<file path="src/rtl/issue_slot_fsm.sv">
// rtl/issue_slot_fsm.sv - one issue slot of a multi-cycle MIPS-style control FSM
// Instruction fields are latched on fetch grant; controls decode from state, gated by stall/flush.
module issue_slot_fsm #(
    parameter int SLOT_ID = 0
) (
    input  logic        clk,
    input  logic        rst_n,
    input  logic        en_in,
    input  logic        fetch_ack,
    input  logic [31:0] instruction,
    input  logic        stall,
    input  logic        flush,
    output logic        fetch_req,
    output logic        next_en,
    output logic        retire,
    output logic [3:0]  state,
    output logic [3:0]  next_state,
    output logic [4:0]  rs_addr,
    output logic [4:0]  rt_addr,
    output logic [4:0]  rd_addr,
    output logic [2:0]  slot_id,
    output logic        IR_Write,
    output logic        PCWrite,
    output logic [1:0]  PC_Src,
    output logic        Branch,
    output logic        Branch_ne,
    output logic        Branch_gz,
    output logic        MemtoReg,
    output logic        MemWrite,
    output logic        IorD,
    output logic        RegDst,
    output logic        RegWrite,
    output logic [1:0]  ALUOp,
    output logic        ALU_SrcA,
    output logic [1:0]  ALU_SrcB
);

    typedef enum logic [3:0] {
        S_FETCH   = 4'd0,  S_DECODE  = 4'd1,  S_MEMADR = 4'd2,  S_MEMRD  = 4'd3,
        S_MEMWB   = 4'd4,  S_MEMWR   = 4'd5,  S_EXEC   = 4'd6,  S_ALUWB  = 4'd7,
        S_BRANCH  = 4'd8,  S_ADDI_EX = 4'd9,  S_ADDI_WB = 4'd10, S_JUMP  = 4'd11,
        S_JR      = 4'd12, S_IDLE    = 4'd15
    } state_t;

    localparam logic [5:0] OP_RTYPE = 6'b000000, OP_LW  = 6'b100011, OP_SW   = 6'b101011,
                           OP_BEQ   = 6'b000100, OP_BNE = 6'b000101, OP_BGTZ = 6'b000111,
                           OP_ADDI  = 6'b001000, OP_J   = 6'b000010, FN_JR   = 6'b001000;

    state_t     cur, nxt;
    logic       pending;
    logic [5:0] opcode, funct;
    logic       active;

    assign active     = !stall && !flush;
    assign state      = cur;
    assign next_state = nxt;
    assign slot_id    = 3'(SLOT_ID);

    always_comb begin
        nxt = cur;
        case (cur)
            S_IDLE:  if (en_in || pending) nxt = S_FETCH;
            S_FETCH: if (fetch_ack) nxt = S_DECODE;
            S_DECODE: begin
                case (opcode)
                    OP_LW, OP_SW:             nxt = S_MEMADR;
                    OP_RTYPE:                 nxt = (funct == FN_JR) ? S_JR : S_EXEC;
                    OP_BEQ, OP_BNE, OP_BGTZ:  nxt = S_BRANCH;
                    OP_ADDI:                  nxt = S_ADDI_EX;
                    OP_J:                     nxt = S_JUMP;
                    default:                  nxt = S_IDLE;
                endcase
            end
            S_MEMADR:  nxt = (opcode == OP_SW) ? S_MEMWR : S_MEMRD;
            S_MEMRD:   nxt = S_MEMWB;
            S_EXEC:    nxt = S_ALUWB;
            S_ADDI_EX: nxt = S_ADDI_WB;
            default:   nxt = S_IDLE;
        endcase
        if (flush)      nxt = S_IDLE;
        else if (stall) nxt = cur;
    end

    always_comb begin
        fetch_req = 1'b0; next_en = 1'b0; retire = 1'b0;
        IR_Write = 1'b0; PCWrite = 1'b0; PC_Src = 2'b00;
        Branch = 1'b0; Branch_ne = 1'b0; Branch_gz = 1'b0;
        MemtoReg = 1'b0; MemWrite = 1'b0; IorD = 1'b0;
        RegDst = 1'b0; RegWrite = 1'b0; ALUOp = 2'b00;
        ALU_SrcA = 1'b0; ALU_SrcB = 2'b00;
        if (active) begin
            case (cur)
                S_FETCH: begin
                    fetch_req = 1'b1;
                    IR_Write  = fetch_ack;
                end
                // S1 always leaves when not stalled, so this is a single pulse.
                S_DECODE: begin
                    next_en = 1'b1;
                    retire  = (nxt == S_IDLE);
                end
                S_MEMADR, S_ADDI_EX: begin
                    ALU_SrcA = 1'b1; ALU_SrcB = 2'b10;
                end
                S_MEMRD: IorD = 1'b1;
                S_MEMWB: begin
                    RegWrite = 1'b1; MemtoReg = 1'b1; retire = 1'b1;
                end
                S_MEMWR: begin
                    IorD = 1'b1; MemWrite = 1'b1; retire = 1'b1;
                end
                S_EXEC: begin
                    ALU_SrcA = 1'b1; ALUOp = 2'b10;
                end
                S_ALUWB: begin
                    RegWrite = 1'b1; RegDst = 1'b1; retire = 1'b1;
                end
                S_BRANCH: begin
                    ALU_SrcA  = 1'b1; ALUOp = 2'b01; PC_Src = 2'b01; retire = 1'b1;
                    Branch    = (opcode == OP_BEQ);
                    Branch_ne = (opcode == OP_BNE);
                    Branch_gz = (opcode == OP_BGTZ);
                end
                S_ADDI_WB: begin
                    RegWrite = 1'b1; retire = 1'b1;
                end
                S_JUMP: begin
                    PCWrite = 1'b1; PC_Src = 2'b10; retire = 1'b1;
                end
                S_JR: begin
                    PCWrite = 1'b1; PC_Src = 2'b11; retire = 1'b1;
                end
                default: ;
            endcase
        end
    end

    always_ff @(posedge clk or negedge rst_n) begin
        if (!rst_n) begin
            cur     <= S_IDLE;
            pending <= 1'b0;
            opcode  <= '0;
            funct   <= '0;
            rs_addr <= '0;
            rt_addr <= '0;
            rd_addr <= '0;
        end else begin
            cur <= nxt;
            // A token arriving on the IDLE->S0 edge is absorbed by that fetch.
            if (flush)
                pending <= 1'b0;
            else if (cur == S_IDLE && nxt == S_FETCH)
                pending <= 1'b0;
            else if (en_in)
                pending <= 1'b1;
            if (cur == S_FETCH && fetch_ack && active) begin
                opcode  <= instruction[31:26];
                rs_addr <= instruction[25:21];
                rt_addr <= instruction[20:16];
                rd_addr <= instruction[15:11];
                funct   <= instruction[5:0];
            end
        end
    end

endmodule

</file>
<file path="config.mk">
export PLATFORM = sky130hd
export DESIGN_NAME = issue_slot_fsm
export DESIGN_NICKNAME = d
export VERILOG_FILES = /design/src/rtl/issue_slot_fsm.sv
export SDC_FILE = /design/constraint.sdc
export NUM_CORES = 1
export LEC_CHECK = 0
export ABC_AREA = 1
export CORE_MARGIN = 4
export CORE_UTILIZATION = 40
export CTS_CLUSTER_DIAMETER = 150
export CTS_CLUSTER_SIZE = 40
export DETAILED_ROUTE_END_ITERATION = 8
export GPL_TIMING_DRIVEN = 0
export HOLD_SLACK_MARGIN = 0.02
export PLACE_DENSITY = 0.81
export SYNTH_ARGS = -nofsm -noshare
export SYNTH_HDL_FRONTEND = slang
export SYNTH_SLANG_ARGS = --single-unit
</file>
<file path="constraint.sdc">
create_clock -name clk -period 5.4 [get_ports clk]
set_clock_uncertainty 0.1 [all_clocks]
set_input_delay 0.81 -clock clk [delete_from_list [all_inputs] [get_ports clk]]
set_output_delay 0.81 -clock clk [all_outputs]
set_load 0.02 [all_outputs]
</file>
==> results of run 1 <==
## synthesized netlist by cell type, types with 2 or more instances
cell type  count
clkbuf_1       3
inv_1         17
a31oi_1        2
nand2_2        2
nand2_1      115
nor2_1        35
buf_4          7
inv_2          4
nand3_1       13
o21ai_0       11
dfrtp_1       28
nor2_2         3
nor3_1         7
dfstp_2        4
a21oi_1        7
## worst paths after layout
kind,from,endpoint,slack (ns),depth (start not counted)
max,stall,IR_Write,1.47,8
min,rt_addr[2],rt_addr[2],0.38,2
max reg2reg,state[1],rd_addr[4],3.53,7
min reg2reg,rt_addr[2],rt_addr[2],0.38,2
max in group asynchronous,rst_n,opcode[4],4.28,1
min in group asynchronous,rst_n,rd_addr[4],0.47,1
## layout make-up
type,count,area (um2),share of cell area
Multi-Input combinational cell,202,835,0.311
Sequential cell,32,806,0.301
Timing Repair Buffer,74,736,0.274
Clock buffer,8,100,0.0373
Inverter,21,78.8,0.0294
Buffer,10,63.8,0.0238
Tap cell,50,62.6,0.0233
## state kept, by name, summed over array words and instances (netlist names)
signal / count
state: 4
rs_addr: 5
funct: 6
rd_addr: 5
opcode: 6
rt_addr: 5
pending: 1
## layout by cell type (no fill, tap or decap), types with 4 or more instances in the layout
master           netlist  final
nand3_1               13     13
clkbuf_1               3      4
clkbuf_8               0      7
nor3_1                 7      7
nor2_1                35     35
o21ai_0               11     11
clkdlybuf4s50_1        0     73
a21oi_1                7      7
conb_1                 1      4
dfstp_2                4      4
buf_4                  7      7
dfrtp_1               28     28
inv_1                 17     17
nand2_1              115    115
inv_2                  4      4
## worst max-delay path: stages
cell and delay, ns:
clkdlybuf4s50_1 0.48, nor2_1 0.25, inv_1 0.16, nor3_2 0.16, nand2_1 0.20, inv_2 0.16
buf_4 0.18, clkdlybuf4s50_1 0.61
## layer usage
metal,part of all wire,vias to the layer above,GRT usage
met4,0.014,0,0.0810
li1,-,975,-
met1,0.43,806,0.216
met3,0.091,4,0.0568
met2,0.47,68,0.295
met5,0,-,0
## metrics by stage
step	utilization	cells	hold slack [ns]	instance area [um2]	worst slack [ns]
after global placement	0.624	389	0.363	2590	1.51
final	0.647	397	0.377	2680	1.47
after global routing	0.647	397	0.405	2680	1.31
after CTS	0.648	397	0.382	2690	1.47
after floorplan	-	265	0.349	1780	2.60
after detailed placement	0.624	389	0.367	2590	1.48
## power groups by stage
stage | Combinational [uW] | Sequential, uW | Clock [uW]
2_1_floorplan | 59.7 | 274 | 0
3_3_place_gp | 128 | 268 | 0
3_5_place_dp | 130 | 268 | 0
4_1_cts | 131 | 264 | 205
5_1_grt | 145 | 266 | 216
6_report | 129 | 264 | 198
## logic make-up (layout without fill, tap and decap cells)
| logic type | after synthesis | after routing | share of synthesized area |
|---|---|---|---|
| AO/OA/AOI/OAI | 20 | 20 | 0.0579 |
| flip-flops | 32 | 32 | 0.455 |
| buffers and inverters | 31 | 113 | 0.0805 |
| other | 1 | 4 | 0.00212 |
| AND/OR/NAND/NOR | 178 | 178 | 0.405 |
==> flow_metrics.tcl, run 1 <==
set metrics [dict create \
    finalSetupViolCount 0 \
    synth_top_area_frac 0.395 \
    core_um2 4140 \
    nNetsFinal 384 \
    drtIter0Drc 100 \
    max_clock_freq_mhz 255 \
    min-delay-path-class "flop to flop" \
    drc_errors 0 \
    die-area_um2 5560 \
    worstSetupPathType "input port to primary output" \
    routedWlPerCell_um 11.5 \
    root_buffer "clkbuf_8" \
    p_per_area_nw_per_um2 221 \
    cts_hold_buffers 0 \
    irDropWorstVdd_uv 205 \
    drtAntennaViolNets 0 \
    worst_pin_slew_ns 0.690 \
    clk_path_buf_depth 2 \
    swShare 0.276 \
    place_congestion 0.891 \
    switching_power_uw 163 \
    vias 1853 \
    start_util 0.428 \
    p_leak_uw 0.00132 \
    critPathMaxFanout 10 \
    fp-row-count 23 \
    status "completed" \
    p_clk_frac 0.335 \
    combPwrFrac 0.218 \
    crit_required_ns 4.49 \
    syn-cell-area_um2 1770 \
    cts_tree "done" \
    top_level_ports 84 \
    slew_viol_final 0 \
    p_seq_frac 0.446 \
    grt_overflow_total 0 \
    synthCells 262 \
    synth.avg_cell_area_um2 6.76 \
    diodes 0 \
    grt_pass1_wl_um 7700 \
    synth.largest_area_cell "dfrtp_1" \
    fin_crit_ns 3.93 \
    fin_setup_tns_ns 0 \
    grt_max_degree 33 \
    synth.area.top_cells "dfrtp_1 40%, nand2_1 24%, nor2_1 7.4%" \
    path_clk_slew_ns 0.06 \
    crit_arrival_ns 3.02 \
    postCtsSetupBuffers 0 \
    dp_hpwl_um 3640 \
    synth-edff-count 0 \
    yosysSeqAreaShare 0.455 \
    hold_viol_final 0 \
    synth_seq_cells 32 \
    fin_crit_sh 0.727 \
    cp-start-kind "input port" \
    clock_latency_ns 0.28 \
    routed_wl_um 4580 \
    grt_usage 0.180 \
    async_flop_share 1.00 \
    grt_antenna_before_repair 0 \
    cap_viol_max_count 0 \
    drive_gt1_frac 0.0836 \
    grt_pass1_vias 1827 \
    intPower_uw 428 \
    yosysWarningCount 0 \
    dieWidth_um 74.6 \
    finalPower_uw 592 \
    via_per_inst 4.67 \
    firstDrtPassIters 5 \
    cts_sinks 32 \
    post_cts_resized 0 \
    critPathCaptureType "primary output" \
    htree_num_levels 2 \
    portBuffers 74 \
    rsz0062_at_grt "no" \
    ys_types 19 \
    cts_buffers 5 \
    syn_to_final_growth_pct 51.3 \
    yosys_most_used_dff "dfrtp_1" \
    slew_headroom 0.540 \
    die_y_um 74.6 \
    num-fill-cells 384 \
]
Power figures use the tool's default switching activity.
==> run 2, diff against run 1 <==
clock period = 3.8 ns   (was 5.4 ns; I/O delays follow)
==> results of run 2 <==
Same layout as run 1 (identical final DEF). Status: completed.
Among the figures that moved: setup slack after placement 1.48 ns -> 0.362 ns; setup slack after layout 1.47 ns -> 0.355 ns; hold slack 0.377 ns -> 0.230 ns; register-to-register setup slack 3.53 ns -> 1.93 ns; total power 592 uW -> 841 uW; worst IR drop on VDD 205 uV -> 292 uV
==> variant (config.mk and constraints of run 2) <==
Reset style: synchronous (`rst_n`), changed in one clocked block.
--- a/src/rtl/issue_slot_fsm.sv
+++ b/src/rtl/issue_slot_fsm.sv
@@ -135,7 +135,7 @@
         end
     end
 
-    always_ff @(posedge clk or negedge rst_n) begin
+    always_ff @(posedge clk) begin
         if (!rst_n) begin
             cur     <= S_IDLE;
             pending <= 1'b0;
Function: differs if rst_n is asserted again (counterexample within 4 cycles, from zero or initial values and one cycle with rst_n low); with rst_n held inactive, the same outputs for 10 cycles.
==> variant against run 2 <==
  * Sequential cell count did not move
  * Final area down 0.65%
  * Total power decreased by 13%
  * Worst setup slack improved by 80 ps
  * Fmax grew 2.4%
  * Routed wire length rose by 5.5%
  * Register-to-register slack got worse by 30 ps
  * Synthesized area down 0.85%
  * Largest cell class unchanged
  * Largest power group unchanged
==> variant: results (changes against run 2) <==
- The run finished with clean final reports.
- The net count of the finished layout was 401 (+4.4%).
- The detailed-routing wirelength on met1 is 1970 um (+1.1%).
- The count of clock-net buffers in the final layout came to 6 (-2).
- In the post-synthesis netlist, the biggest area contributors are dfxtp_1 36%, nor2_1 17%, o21ai_0 8.5%.
- The cell occurring most often along the worst timing path is nor2_1.
- The non-clock buffer count in the final layout was 88 (+4.8%).
- The post-synthesis async set-or-reset flop share is 0 (-1.000).
- The number of fillers in the final layout was 375 (-2.3%).
- The final-layout worst hold slack came to 357.7 ps (+127.3 ps).
- The total wire length came to 4833 um (+5.5%).
- The path class of the tightest hold or removal check is reg2reg.
- The proportion of layout cells with a drive suffix above 1 is 0.1016 (+0.01807).
- The leakage dissipation came to 1.175 nW (-11%).
- The largest net degree at the start of global routing is 11 (-67%).
- The post-placement cell area was 2571 um^2 (-0.58%).
- The routability congestion estimate is 0.8682 (-2.5%).
- The pre-CTS setup slack is 442.4 ps (+80.74 ps).
- The number of global-route vias before repair is 1916 (+4.9%).
- The placed wire-length estimate is 3827 um (+5.1%).
- The portion of the layout cell area used by clock cells is 0.03476 (-0.002573).
- The cell count after synthesis is 279 (+6.5%).
- The post-route fraction of the period consumed by the critical path is 0.8855 (-0.02112).
- The post-synthesis average cell area is 6.296 um^2 (-6.9%).
- The share of synthesized area occupied by flip-flops and latches is 0.3647 (-0.09013).
- The count of cell types in the netlist is 25 (+6).
- The commonest cells after synthesis are 78 x nor2_1, 38 x nand2_1, 32 x dfxtp_1.
- The final-layout non-clock buffer area share was 0.3067 (+0.008537).
- The via count of the routed design is 1995 (+7.7%).
- The global-route usage over all layers is 0.1857 (+0.006156).
- The detailed-routed wire length on met2 is 2162 um (+0.60%).
- The post-placement cell count came to 406 (+4.4%).
- The switching power summed over all nets is 0.1868 mW (-19%).
- The multi-input logic portion of the cell area is 0.3537 (+0.04244).
- The non-clock inverter count in the final layout was 29 (+38%).
- The flip-flop and latch area is 640.6 um^2 (-20%).
- The worst register-to-register path ends at opcode[2]$_SDFFE_PN0P_.
- For this run, the leading register cell type out of synthesis is dfxtp_1.
- The final core utilization is 0.6473 (about the same).
- The data arrival time of the critical path is 2700 ps (-80 ps).
variant: power groups by stage:
stage | Sequential (mW) | Combinational (mW) | Clock [mW]
floorplan | 0.352 | 0.0645 | 0
global placement | 0.350 | 0.125 | 0
detailed placement | 0.350 | 0.126 | 0
CTS | 0.342 | 0.127 | 0.272
global route | 0.342 | 0.137 | 0.287
finish | 0.342 | 0.127 | 0.263
variant: cells by family (layout without fill, tap and decap cells):
family	count (synthesis)	after routing	synth area share
flip-flops	32	32	0.3647
other	1	4	0.002135
buffers and inverters	43	125	0.1054
AND/OR/NAND/NOR	158	158	0.3960
AO/OA/AOI/OAI	45	45	0.1318
variant: worst reg2reg max path: stages, from the launching register on:
cell	delay, ps
dfxtp_1	390
nor2_1	250
nand3_1	150
nor2_2	250
inv_2	100
clkbuf_1	240
o21ai_0	230
a21oi_1	60
variant: per-layer routing:
metal,global-route usage,up-vias
met1,0.2056,855
met3,0.07973,8
met4,0.06719,0
met5,0,-
li1,-,1051
met2,0.3179,81
